--- src/rtl/uart_rx_mmio.sv ---
// UART receiver (8 data bits, LSB first, 1 stop) with RX FIFO and MMIO read port.
// Define UART_RX_PARITY_EN for an even parity bit after the data bits.
module uart_rx_mmio #(
  parameter int CLK_FREQ   = 50_000_000,
  parameter int BAUD       = 115200,
  parameter int FIFO_DEPTH = 4
) (
  input  logic        clk,
  input  logic        rst,
  input  logic        rx,
  input  logic        rd_en,
  input  logic        addr,
  output logic [31:0] rd_data,
  output logic        irq
);
  localparam int DIV = CLK_FREQ / BAUD;
  localparam int CW  = $clog2(DIV);
  localparam int AW  = $clog2(FIFO_DEPTH);
  localparam logic [CW-1:0] HALF_LAST = CW'(DIV / 2 - 1);
  localparam logic [CW-1:0] BIT_LAST  = CW'(DIV - 1);
  localparam logic [AW:0]   FULL_CNT  = (AW + 1)'(FIFO_DEPTH);

`ifdef UART_RX_PARITY_EN
  typedef enum logic [2:0] {IDLE, START, DATA, PARITY, STOP} state_t;
`else
  typedef enum logic [1:0] {IDLE, START, DATA, STOP} state_t;
`endif

  state_t        state;
  logic          rx_s1, rx_s2;
  logic [CW-1:0] cnt;
  logic [2:0]    bit_idx;
  logic [7:0]    shreg;
  logic          armed;
  logic          push_req, fe_evt;
`ifdef UART_RX_PARITY_EN
  logic          par_bad, pe_evt, pe_flag;
`endif

  always_ff @(posedge clk) begin
    if (rst) begin
      rx_s1 <= 1'b1;
      rx_s2 <= 1'b1;
    end else begin
      rx_s1 <= rx;
      rx_s2 <= rx_s1;
    end
  end

  // armed gates new start edges: after a break the line must return high first
  always_ff @(posedge clk) begin
    if (rst) begin
      state    <= IDLE;
      cnt      <= '0;
      bit_idx  <= '0;
      shreg    <= '0;
      armed    <= 1'b1;
      push_req <= 1'b0;
      fe_evt   <= 1'b0;
`ifdef UART_RX_PARITY_EN
      par_bad  <= 1'b0;
      pe_evt   <= 1'b0;
`endif
    end else begin
      push_req <= 1'b0;
      fe_evt   <= 1'b0;
`ifdef UART_RX_PARITY_EN
      pe_evt   <= 1'b0;
`endif
      case (state)
        IDLE: begin
          if (rx_s2) armed <= 1'b1;
          else if (armed) begin
            state <= START;
            cnt   <= '0;
            armed <= 1'b0;
          end
        end
        START: begin
          if (cnt == HALF_LAST) begin
            cnt     <= '0;
            bit_idx <= '0;
            state   <= rx_s2 ? IDLE : DATA;
          end else cnt <= cnt + 1'b1;
        end
        DATA: begin
          if (cnt == BIT_LAST) begin
            cnt     <= '0;
            shreg   <= {rx_s2, shreg[7:1]};
            bit_idx <= bit_idx + 1'b1;
`ifdef UART_RX_PARITY_EN
            if (bit_idx == 3'd7) state <= PARITY;
`else
            if (bit_idx == 3'd7) state <= STOP;
`endif
          end else cnt <= cnt + 1'b1;
        end
`ifdef UART_RX_PARITY_EN
        PARITY: begin
          if (cnt == BIT_LAST) begin
            cnt     <= '0;
            par_bad <= rx_s2 ^ (^shreg);
            pe_evt  <= rx_s2 ^ (^shreg);
            state   <= STOP;
          end else cnt <= cnt + 1'b1;
        end
`endif
        STOP: begin
          if (cnt == BIT_LAST) begin
            cnt   <= '0;
            state <= IDLE;
            if (!rx_s2) fe_evt <= 1'b1;
`ifdef UART_RX_PARITY_EN
            else if (!par_bad) push_req <= 1'b1;
`else
            else push_req <= 1'b1;
`endif
          end else cnt <= cnt + 1'b1;
        end
        default: state <= IDLE;
      endcase
    end
  end

  // FIFO: shreg stays stable until the next frame's data, so it is written directly
  logic [FIFO_DEPTH-1:0][7:0] mem;
  logic [AW-1:0] wr_ptr, rd_ptr;
  logic [AW:0]   count;
  logic          full, nonempty, pop, push_ok, ovr_evt, rd_status;
  logic          fe_flag, ovr_flag, pe_bit;

  always_comb begin
    full      = (count == FULL_CNT);
    nonempty  = (count != '0);
    pop       = rd_en && !addr && nonempty;
    rd_status = rd_en && addr;
    push_ok   = push_req && (!full || pop);
    ovr_evt   = push_req && full && !pop;
  end

`ifdef UART_RX_PARITY_EN
  assign pe_bit = pe_flag;
`else
  assign pe_bit = 1'b0;
`endif
  assign irq = nonempty;

  always_ff @(posedge clk) begin
    if (!rst && push_ok) mem[wr_ptr] <= shreg;
  end

  // Sticky flags: a same-cycle event beats the clear-on-STATUS-read
  always_ff @(posedge clk) begin
    if (rst) begin
      wr_ptr   <= '0;
      rd_ptr   <= '0;
      count    <= '0;
      fe_flag  <= 1'b0;
      ovr_flag <= 1'b0;
      rd_data  <= '0;
`ifdef UART_RX_PARITY_EN
      pe_flag  <= 1'b0;
`endif
    end else begin
      if (push_ok) wr_ptr <= wr_ptr + 1'b1;
      if (pop)     rd_ptr <= rd_ptr + 1'b1;
      if (push_ok && !pop)      count <= count + 1'b1;
      else if (pop && !push_ok) count <= count - 1'b1;
      fe_flag  <= fe_evt  | (fe_flag  & ~rd_status);
      ovr_flag <= ovr_evt | (ovr_flag & ~rd_status);
`ifdef UART_RX_PARITY_EN
      pe_flag  <= pe_evt  | (pe_flag  & ~rd_status);
`endif
      if (rd_en) begin
        if (addr)     rd_data <= {27'b0, pe_bit, ovr_flag, fe_flag, full, nonempty};
        else if (pop) rd_data <= {24'b0, mem[rd_ptr]};
        else          rd_data <= '0;
      end
    end
  end

endmodule

--- config.mk ---
export PLATFORM = sky130hd
export DESIGN_NAME = uart_rx_mmio
export DESIGN_NICKNAME = d
export VERILOG_FILES = /design/src/rtl/uart_rx_mmio.sv
export SDC_FILE = /design/constraint.sdc
export NUM_CORES = 1
export LEC_CHECK = 0
export ABC_AREA = 1
export BUFFER_PORTS_ARGS = -buffer_cell sky130_fd_sc_hd__buf_2
export CAP_MARGIN = 20
export CORE_AREA = 5 5 88 90
export DETAILED_ROUTE_END_ITERATION = 12
export DIE_AREA = 0 0 93 95
export GPL_TIMING_DRIVEN = 0
export HOLD_SLACK_MARGIN = 0.05
export MAX_ROUTING_LAYER = met4
export PLACE_DENSITY = 0.77
export SYNTH_ARGS = -nofsm -noshare
export SYNTH_HDL_FRONTEND = slang
export SYNTH_SLANG_ARGS = --single-unit
--- constraint.sdc ---
create_clock -name clk -period 2.08 [get_ports clk]
set_clock_uncertainty 0.2 [all_clocks]
set_input_delay 0.208 -clock clk [delete_from_list [all_inputs] [get_ports clk]]
set_output_delay 0.208 -clock clk [all_outputs]
set_load 0.01 [all_outputs]
==> impl_metrics.sql <==
INSERT INTO impl_metrics (metric_group, metric, value, unit) VALUES
('floorplanning', 'placeableCoreArea', '6980', 'µm²'),
('logic_synthesis', 'synth-warning-count', '0', ''),
('setup_path', 'critPathMaxStageDelay', '0.43', 'ns'),
('timing', 'timing.final.max_slew_violations', '0', ''),
('setup_path', 'critPathSlowestCell', 'sky130_fd_sc_hd__fa_2', ''),
('hold_path', 'min_from', 'rd_en', ''),
('route', 'detailroute.via_count', '2721', ''),
('route', 'route.layer.met1.wl', '2.95', 'mm'),
('grt', 'grt_first_pass_wirelength', '11.6', 'mm'),
('placed_design', 'place_hpwl', '4.50', 'mm'),
('floorplanning', 'design.portCount', '38', ''),
('power_and_ir_drop', 'p_clk_share', '38.5', '%'),
('logic_synthesis', 'synth_area_per_cell', '8.61', 'µm²'),
('route', 'detail-route-antenna-nets', '0', ''),
('route', 'top_layer', 'met4', ''),
('clock_network', 'tritoncts', 'built', ''),
('timing', 'share_of_the_clock_period_used_by_the_worst_path', '96.3', '%'),
('timing', 'setup_viol_count_final', '0', ''),
('final_layout', 'area_growth', '18.7', '%'),
('setup_path', 'path_buf_inv', '2', ''),
('flow_run', 'cap_violations', '0', ''),
('grt', 'grt_antenna_before_repair', '0', ''),
('route', 'finalWirelength', '6.87', 'mm'),
('hold_path', 'worst_hold_path.endpoint', 'rd_data[3]$_SDFFE_PP0P_', ''),
('setup_path', 'cp_common_cell', 'sky130_fd_sc_hd__nand2_4', ''),
('floorplanning', 'fp.dieH', '95', 'µm'),
('final_layout', 'final_layout_size_suffix_gt1_share', '20.7', '%'),
('route', 'drt_first_pass_iters', '4', ''),
('setup_path', 'regToRegSetupSlack', '0.08', 'ns'),
('setup_path', 'critical_path.startpoint_type', 'flop', ''),
('final_layout', 'final.fill_count', '611', ''),
('timing', 'report.final.hold_viol_count', '0', ''),
('clock_network', 'clockRootBuffer', 'sky130_fd_sc_hd__clkbuf_8', ''),
('logic_synthesis', 'cell_count_after_synthesis', '405', ''),
('logic_synthesis', 'synthesized_cell_area', '3490', 'µm²'),
('setup_path', 'r2r-end', 'count[1]$_SDFFE_PP0P_', ''),
('floorplanning', 'rows', '31', ''),
('clock_network', 'clkTransAtPathRegs', '0.09', 'ns'),
('power_and_ir_drop', 'power_frac_seq', '54.0', '%'),
('final_layout', 'layout.cells.most_common', 'sky130_fd_sc_hd__nand2_1', ''),
('setup_path', 'worstPathCellList', 'nor3_4 -> nand2_4 -> nand2_4 -> inv_4 -> ha_4 -> inv_2 -> fa_2 -> o21ai_1 -> a21oi_1', ''),
('logic_synthesis', 'synthDistinctLibCells', '35', ''),
('setup_path', 'crit_path_max_fanout', '3', ''),
('power_and_ir_drop', 'irDropWorstVdd', '0.000392', 'V'),
('setup_path', 'worstPathArrival', '2.05', 'ns'),
('power_and_ir_drop', 'p_leak', '1.69', 'nW'),
('setup_path', 'crit_required', '2.12', 'ns'),
('placed_design', 'port_buffers', '11', ''),
('power_and_ir_drop', 'internal-power', '2.20', 'mW'),
('power_and_ir_drop', 'powerDensity', '705', 'nW/µm²'),
('clock_network', 'insertion_delay_of_the_later_clocked_pin_in_the_worst_skew_pair', '0.35', 'ns'),
('route', 'met3_length', '413', 'µm'),
('grt', 'grt_usage', '17.4', '%'),
('logic_synthesis', 'post_synthesis_simple_gate_area_fraction', '21.2', '%'),
('placed_design', 'gp_routability_congestion', '0.876', ''),
('final_layout', 'area_of_combinational_cells_with_multiple_inputs', '1420', 'µm²'),
('final_layout', 'final_cell_mix', 'sky130_fd_sc_hd__nand2_1 (86), sky130_fd_sc_hd__dfxtp_1 (42), sky130_fd_sc_hd__nor2_1 (41)', ''),
('clock_network', 'h-tree-depth', '3', ''),
('power_and_ir_drop', 'netSwitchingFraction', '24.5', '%'),
('grt', 'grt_overflow', '0', ''),
('logic_synthesis', 'synth_compound_area_share', '10.4', '%'),
('grt', 'grt_pass1_vias', '2547', ''),
('outcome', 'outcome', 'completed', ''),
('logic_synthesis', 'synth_xor_area_share', '0.251', '%'),
('setup_path', 'critPathKind', 'reg2reg', ''),
('timing', 'timing.max_slew.rel_slack', '58.9', '%'),
('logic_synthesis', 'ys_seq_area_share', '52.8', '%'),
('logic_synthesis', 'synth_seq_cells', '76', ''),
('timing', 'period_needed', '2.00', 'ns'),
('logic_synthesis', 'fraction_of_synthesized_area_in_multiplexers', '0', '%'),
('setup_path', 'timing.reg2reg.worst_path_depth', '9', '');
kinds of logic (layout without fill, tap and decap cells):
logic type               count (synthesis)  count (layout)
other                                    1              24
adder cells (fa/ha/maj)                 11              11
flip-flops                              76              76
AO/OA/AOI/OAI                           70              70
AND/OR/NAND/NOR                        174             174
XOR/XNOR                                 1               1
buffers and inverters                   72             112
metrics by stage:
stage               std cells  TNS [ns]  hold WS, ns  utilization (%)  setup slack (ns)
detailed placement        521     -5.79        0.193             53.5            -0.218
global placement          521     -4.58        0.192             53.5            -0.162
CTS                       548         0       0.0737             58.4           0.00858
floorplan                 428         0        0.112                -            0.0231
finish                    550         0       0.0883             59.3            0.0774
global route              550   -0.0356        0.117             59.3           -0.0323
power by group through the flow:
stage	registers, mW	clock network (mW)	logic [mW]
2_1_floorplan	1.61	0	0.164
3_3_place_gp	1.61	0	0.202
3_5_place_dp	1.61	0	0.208
4_1_cts	1.58	1.15	0.217
5_1_grt	1.58	1.22	0.248
6_report	1.58	1.12	0.218
how the worst max path moves through the flow:
stage                     startpoint  cells after the start                     to  slack, ns
2_1_floorplan  count[0]$_SDFFE_PP0P_                     14  count[2]$_SDFFE_PP0P_       0.02
3_3_place_gp   count[0]$_SDFFE_PP0P_                      8       mem[5]$_DFFE_PP_      -0.16
3_5_place_dp   count[0]$_SDFFE_PP0P_                      8       mem[6]$_DFFE_PP_      -0.22
4_1_cts        count[0]$_SDFFE_PP0P_                     11  count[1]$_SDFFE_PP0P_      0.009
5_1_grt        count[0]$_SDFFE_PP0P_                     14  count[2]$_SDFFE_PP0P_      -0.03
6_report       count[0]$_SDFFE_PP0P_                      9  count[1]$_SDFFE_PP0P_       0.08
cell type report:
cell class,instances,area share [%]
Buffer,35,5.93
Timing Repair Buffer,24,4.11
Clock buffer,10,3.08
Sequential cell,76,44.7
Multi-Input combinational cell,280,34.4
Clock inverter,6,1.72
Tap cell,82,2.48
Inverter,37,3.57
timing repair:
item,4_1_cts,5_1_grt
resized for setup,14,18
hold buffers,7,0
pin swaps,1,2
buffers inserted,4,2
endpoints found under the hold margin,13,0
setup endpoints to repair,34,23
sequential cells by signal (all words and copies together), names as in the netlist, 2 cells and up, named ones only:
register and cells:
bit_idx 3, rd_data 8, shreg 8, cnt 9, count 3, wr_ptr 2, rd_ptr 2, mem 32
cells in the mapped netlist:
library cell / n / area, µm²
sky130_fd_sc_hd__nand2_1: 89 / 334
sky130_fd_sc_hd__nor2_1: 46 / 173
sky130_fd_sc_hd__dfxtp_1: 44 / 881
sky130_fd_sc_hd__a21oi_1: 32 / 160
sky130_fd_sc_hd__edfxtp_1: 32 / 961
sky130_fd_sc_hd__inv_1: 32 / 120
sky130_fd_sc_hd__o21ai_0: 28 / 140
sky130_fd_sc_hd__buf_4: 26 / 195
sky130_fd_sc_hd__nand3_1: 21 / 105
sky130_fd_sc_hd__ha_1: 10 / 125
sky130_fd_sc_hd__o22ai_1: 6 / 37.5
sky130_fd_sc_hd__buf_2: 4 / 20.0
sky130_fd_sc_hd__clkbuf_1: 3 / 11.3
sky130_fd_sc_hd__nand2_2: 3 / 18.8
sky130_fd_sc_hd__nand3b_1: 3 / 22.5
sky130_fd_sc_hd__nor2_2: 3 / 18.8
sky130_fd_sc_hd__clkinv_1: 2 / 7.51
sky130_fd_sc_hd__inv_2: 2 / 7.51
sky130_fd_sc_hd__nor3_1: 2 / 10.0
sky130_fd_sc_hd__or2_2: 2 / 12.5
sky130_fd_sc_hd__a21boi_0: 1 / 7.51
sky130_fd_sc_hd__a21boi_1: 1 / 7.51
sky130_fd_sc_hd__a31oi_1: 1 / 6.26
sky130_fd_sc_hd__buf_6: 1 / 11.3
sky130_fd_sc_hd__clkbuf_2: 1 / 5.00
sky130_fd_sc_hd__conb_1: 1 / 3.75
sky130_fd_sc_hd__fa_1: 1 / 20.0
sky130_fd_sc_hd__inv_4: 1 / 6.26
sky130_fd_sc_hd__nand2_4: 1 / 11.3
sky130_fd_sc_hd__nand3_2: 1 / 10.0
sky130_fd_sc_hd__nand4_1: 1 / 6.26
sky130_fd_sc_hd__nor2_4: 1 / 11.3
sky130_fd_sc_hd__o21ai_1: 1 / 5.00
sky130_fd_sc_hd__or2_1: 1 / 6.26
sky130_fd_sc_hd__xor2_1: 1 / 8.76
tightest hold or removal path, stage by stage:
cell	delay (ns)
sky130_fd_sc_hd__clkbuf_2	0.18
sky130_fd_sc_hd__o21ai_0	0.11
sky130_fd_sc_hd__a21oi_1	0.10
layer usage:
metal	GRT usage (%)	up-vias
met3	4.94	13
met5	-	-
met2	29.3	74
li1	-	1392
met4	6.23	0
met1	19.7	1242
(Power assumes the default switching activity.)
